<file path="config.mk">
export PLATFORM = sky130hd
export DESIGN_NAME = mult_fx_pipe
export DESIGN_NICKNAME = d
export VERILOG_FILES = /design/src/rtl/dnn_fx_pkg.sv /design/src/rtl/fx_round_sat.sv /design/src/rtl/mult_fx_pipe.sv
export SDC_FILE = /design/constraint.sdc
export NUM_CORES = 2
export LEC_CHECK = 0
export CAP_MARGIN = 30
export CORE_MARGIN = 8
export CORE_UTILIZATION = 53
export CTS_BUF_LIST = sky130_fd_sc_hd__clkbuf_4
export DETAILED_ROUTE_END_ITERATION = 10
export MAX_ROUTING_LAYER = met4
export PLACE_DENSITY = 0.68
export SYNTH_ARGS = -nofsm -noshare
export SYNTH_HDL_FRONTEND = slang
export SYNTH_SLANG_ARGS = --single-unit
export TNS_END_PERCENT = 5
</file>
<file path="constraint.sdc">
create_clock -name clk -period 3.4 [get_ports clk]
set_input_delay 0.85 -clock clk [delete_from_list [all_inputs] [get_ports clk]]
set_output_delay 0.85 -clock clk [all_outputs]
set_load 0.02 [all_outputs]
</file>
<file path="src/rtl/dnn_fx_pkg.sv">
// Shared fixed-point definitions for the neuron datapath blocks:
// default Q-format, range constants and rounding/overflow mode encodings.
package dnn_fx_pkg;

   localparam int unsigned FX_WIDTH = 32;
   localparam int unsigned FX_FRAC  = 24;

   typedef enum logic {
      RND_FLOOR   = 1'b0,
      RND_HALF_UP = 1'b1
   } rnd_mode_e;

   typedef enum logic {
      OVF_WRAP = 1'b0,
      OVF_SAT  = 1'b1
   } ovf_mode_e;

   // Results are 64 bits wide so any legal WIDTH can slice the low bits.
   function automatic logic [63:0] fx_max(input int unsigned w);
      return (64'd1 << (w - 1)) - 64'd1;
   endfunction

   function automatic logic [63:0] fx_min(input int unsigned w);
      return ~fx_max(w);
   endfunction

   function automatic logic [63:0] fx_one(input int unsigned frac);
      return 64'd1 << frac;
   endfunction

endpackage

</file>
<file path="src/rtl/fx_round_sat.sv">
// Combinational narrowing of a 2*WIDTH signed product to the WIDTH-bit
// Q-format result, with optional half-up rounding and saturation.
module fx_round_sat
   import dnn_fx_pkg::*;
#(
   parameter int unsigned WIDTH = FX_WIDTH,
   parameter int unsigned FRAC  = FX_FRAC,
   parameter bit          ROUND = 1'b1,
   parameter bit          SAT   = 1'b1
) (
   input  logic [2*WIDTH-1:0] p,
   output logic [WIDTH-1:0]   res,
   output logic               ovf
);

   localparam int unsigned    PW      = 2*WIDTH + 1;
   localparam rnd_mode_e      RMODE   = (ROUND && (FRAC > 0)) ? RND_HALF_UP : RND_FLOOR;
   localparam ovf_mode_e      OMODE   = SAT ? OVF_SAT : OVF_WRAP;
   localparam int unsigned    BIAS_SH = (FRAC > 0) ? FRAC - 1 : 0;
   localparam logic [PW-1:0]  BIAS    = (RMODE == RND_HALF_UP) ? (PW'(1) << BIAS_SH) : '0;
   localparam logic [WIDTH-1:0] RES_MAX = WIDTH'(fx_max(WIDTH));
   localparam logic [WIDTH-1:0] RES_MIN = WIDTH'(fx_min(WIDTH));

   logic signed [PW-1:0] r;
   logic signed [PW-1:0] s;
   logic                 ovf_pos;
   logic                 ovf_neg;

   always_comb begin
      r = $signed({p[2*WIDTH-1], p} + BIAS);
      s = r >>> FRAC;
      // In range only if every bit from WIDTH-1 upward equals the sign bit.
      ovf_pos = ~s[PW-1] & (|s[PW-2:WIDTH-1]);
      ovf_neg =  s[PW-1] & ~(&s[PW-2:WIDTH-1]);
      ovf     = ovf_pos | ovf_neg;
      res     = s[WIDTH-1:0];
      if (OMODE == OVF_SAT) begin
         if (ovf_pos) begin
            res = RES_MAX;
         end else if (ovf_neg) begin
            res = RES_MIN;
         end
      end
   end

endmodule

</file>
<file path="src/rtl/mult_fx_pipe.sv">
// Two-stage signed fixed-point multiplier with valid/ready handshake;
// a downstream stall freezes both stages.
module mult_fx_pipe
   import dnn_fx_pkg::*;
#(
   parameter int unsigned WIDTH = FX_WIDTH,
   parameter int unsigned FRAC  = FX_FRAC,
   parameter bit          ROUND = 1'b1,
   parameter bit          SAT   = 1'b1
) (
   input  logic             clk,
   input  logic             rst_n,
   input  logic             i_valid,
   output logic             o_ready,
   input  logic [WIDTH-1:0] i_a,
   input  logic [WIDTH-1:0] i_b,
   output logic             o_valid,
   input  logic             i_ready,
   output logic [WIDTH-1:0] o,
   output logic             o_ovf
);

   logic                 en;
   logic [2*WIDTH-1:0]   prod;
   logic                 s1_valid;
   logic [2*WIDTH-1:0]   s1_p;
   logic [WIDTH-1:0]     rs_res;
   logic                 rs_ovf;

   always_comb begin
      en      = ~o_valid | i_ready;
      o_ready = en;
      // Sign-extend first so min*min lands in the 2*WIDTH product intact.
      prod    = {{WIDTH{i_a[WIDTH-1]}}, i_a} * {{WIDTH{i_b[WIDTH-1]}}, i_b};
   end

   fx_round_sat #(
      .WIDTH (WIDTH),
      .FRAC  (FRAC),
      .ROUND (ROUND),
      .SAT   (SAT)
   ) u_round_sat (
      .p   (s1_p),
      .res (rs_res),
      .ovf (rs_ovf)
   );

   always_ff @(posedge clk or negedge rst_n) begin
      if (!rst_n) begin
         s1_valid <= 1'b0;
         s1_p     <= '0;
         o_valid  <= 1'b0;
         o        <= '0;
         o_ovf    <= 1'b0;
      end else if (en) begin
         s1_valid <= i_valid;
         s1_p     <= prod;
         o_valid  <= s1_valid;
         o        <= rs_res;
         o_ovf    <= rs_ovf;
      end
   end

endmodule

</file>
==> metrics.csv <==
metric,value,unit
initial antenna violation count,4,
design area,0.0465,sq mm
crit path from,i_b[10],
post-synthesis compound-gate area fraction,4.44,%
Rel. slew slack,32.0,%
crit path max fanout,4,
FF-to-FF Start,s1_p[25]$_DFFE_PN0P_,
Syn Area/Cell,9.31,sq um
clock tree buffer depth,2,
largest net degree at the start of global routing,107,
Top Ports,103,
CTS Buf Count,9,
Routed Antenna Nets,0,
Tcrit/Tclk final,232,%
chip width,289,um
synthesis-to-finish area growth,17.6,%
main combinational cell family by area after synthesis,adder cells,
syn nets,5575,
number of fill cells in the layout,6101,
first-pass GRT wire length,177,mm
area share of fa/ha/maj cells after synthesis,60.5,%
post-synthesis mux area share,0.104,%
full die area,0.0836,sq mm
share of post-route cells with drive strength above 1,14.1,%
WP data arrival,8.21,ns
Total GRT Usage,27.8,%
initial core utilization,53.3,%
Ys Warns,0,
status,finished with violations,
CTS tree,built,
CP most frequent cell,fa_1,
crit end category,flip-flop,
Placed Cells,5534,
Remaining DRCs,0,
area post-placement,0.0449,sq mm
Worst-path clk slew,0.12,ns
Final setup viols,41,
CP max stage cell,fa_1,
Setup WS post-layout,-4.49,ns
Iteration-0 DRC Markers,1736,
site row count,100,
Synth cell types,68,
worst skew pair latency,0.44,ns
post-synthesis xor/xnor area fraction,1.73,%
I/O Buffers,102,
hold_buf cts,0,
Final Max Slew Viols,0,
hpwl dp,92.6,mm
CP Launch Type,input pin,
Die Y-Extent,289,um
Crit path required time,3.71,ns
GR Overflow Total,0,
routed vias/inst,5.34,
Clock Skew,0.0209,ns
Max Freq,127,MHz
placer's final routability congestion estimate,0.947,
nets@finish,5950,
sequential area share after synthesis,4.81,%
drt first pass iters,7,
"EDFF count, synth",0,
simple-gate portion of the synthesized area,16.4,%
core area,0.0742,sq mm
number of global-route vias before repair,33800,
Tmin final,7.89,ns
post-route insts no fill,5598,
final wirelength,110,mm
Hold Crit Class,in2async,
CP peak stage delay,0.57,ns
Final Hold Viols,0,
routed wire length per instance,19.6,um
H-tree Lvls,3,
MaxCap Viol Count,0,
Mapped Area,0.0395,sq mm
cells after synthesis,4245,
clock sink count,76,
prevailing post-synth register cell,dfrtp_1,
RSZ-0062 raised after global routing,true,
asr flop ratio synth,100,%
Synth Register Bits,76,
Root Buffer,clkbuf_4,
DR vias,29900,
violated checks,setup timing,
WS Path Type,in2reg,
Worst-Margin Slew,1.02,ns
cell families after synthesis:
| group | count (synthesis) |
|---|---|
| flip-flops | 76 |
| AO/OA/AOI/OAI | 261 |
| adder cells (fa/ha/maj) | 1262 |
| multiplexers | 4 |
| AND/OR/NAND/NOR | 1300 |
| buffers and inverters | 1264 |
| XOR/XNOR | 78 |
flip-flops by register name, summed over array words and instances (netlist names):
| signal | flops |
|---|---|
| o | 32 |
| o_ovf | 1 |
| o_valid | 1 |
| s1_p | 41 |
| s1_valid | 1 |
critical path, delay by kind of cell:
family	cells	cell delay, ns
fa+ha+maj	9	4.32
buf+inv	12	1.44
compound gates	5	1.15
simple gates	2	0.23
xor+xnor	1	0.21
final timing paths:
| kind | endpoint | slack (ns) | cells after the start |
|---|---|---|---|
| worst max register to register | o[25]$_DFFE_PN0P_ | 0.24 | 9 |
| max in group asynchronous | o[28]$_DFFE_PN0P_ | 2.65 | 2 |
| worst min-delay path | s1_valid$_DFFE_PN0P_ | 0.20 | 1 |
| min in group clk | s1_valid$_DFFE_PN0P_ | 0.48 | 2 |
| worst max-delay path | s1_p[44]$_DFFE_PN0P_ | -4.49 | 29 |
| worst min register to register | s1_valid$_DFFE_PN0P_ | 0.48 | 2 |
stage by stage:
step	setup TNS, ns	setup WS (ns)	util [%]	hold WS, ns
6_report	-173.40	-4.49	62.7	0.205
5_1_grt	-181.80	-4.68	62.7	0.159
4_1_cts	-173.35	-4.45	61.6	0.476
3_5_place_dp	-206.73	-5.32	60.6	0.449
3_3_place_gp	-203.76	-5.28	60.6	0.443
2_1_floorplan	-159.02	-4.33	-	0.430
metal layers:
| layer | track usage [%] | vias to the layer above | routed length (um) |
|---|---|---|---|
| met3 | 2.58 | 306 | 4750 |
| met2 | 49.9 | 917 | 57400 |
| met1 | 31.3 | 15700 | 41400 |
| li1 | - | 13000 | - |
| met5 | - | - | 0 |
| met4 | 12.8 | 0 | 6380 |
synth_stat cells (23+ instances only):
| library cell | number | area share, % |
|---|---|---|
| and2_1 | 514 | 8.1 |
| xor2_1 | 38 | 0.84 |
| dfrtp_1 | 76 | 4.8 |
| xnor2_1 | 40 | 0.89 |
| a21o_1 | 27 | 0.51 |
| o311ai_1 | 30 | 0.66 |
| fa_1 | 1081 | 55 |
| ha_1 | 181 | 5.7 |
| nor2_1 | 83 | 0.79 |
| nand2_1 | 586 | 5.6 |
| a21oi_1 | 77 | 0.97 |
| inv_1 | 1037 | 9.8 |
| nand3_1 | 23 | 0.29 |
| o21ai_0 | 46 | 0.58 |
| clkbuf_1 | 223 | 2.1 |
cell type report:
class	instances	area, sq um	area share (%)
multi-input cells	2905	33500	72.1
repair buffers	591	5760	12.4
inverters	1037	3900	8.38
flip-flops and latches	76	1900	4.09
well taps	969	1210	2.61
clock inverters	7	115	0.248
clock buffers	9	67.6	0.145
diodes	4	10.0	0.0215
repair_timing:
action | CTS | global route
pin swaps | 44 | 61
setup endpoints to repair | 41 | 41
gates cloned | 3 | 7
hold endpoints to repair | 0 | 0
gates resized for setup | 121 | 94
buffers inserted | 12 | 21
cells in the final DEF (no fill, tap or decap), drive strengths merged, types with 23 or more instances in the layout:
| master | netlist | final |
|---|---|---|
| fa | 1081 | 1081 |
| inv | 1037 | 1036 |
| nand2 | 587 | 587 |
| and2 | 514 | 514 |
| buf | 4 | 481 |
| ha | 181 | 181 |
| nor2 | 83 | 83 |
| clkdlybuf4s50 | 0 | 78 |
| a21oi | 78 | 78 |
| dfrtp | 76 | 76 |
| o21ai | 46 | 46 |
| xnor2 | 40 | 40 |
| xor2 | 38 | 38 |
| o311ai | 30 | 30 |
| a21o | 27 | 27 |
| nand4 | 23 | 23 |
| nand3 | 23 | 23 |
Power is left out: the tool's default activity adds up to more than one toggle a clock period on the data nets, which glitch-free logic cannot reach.
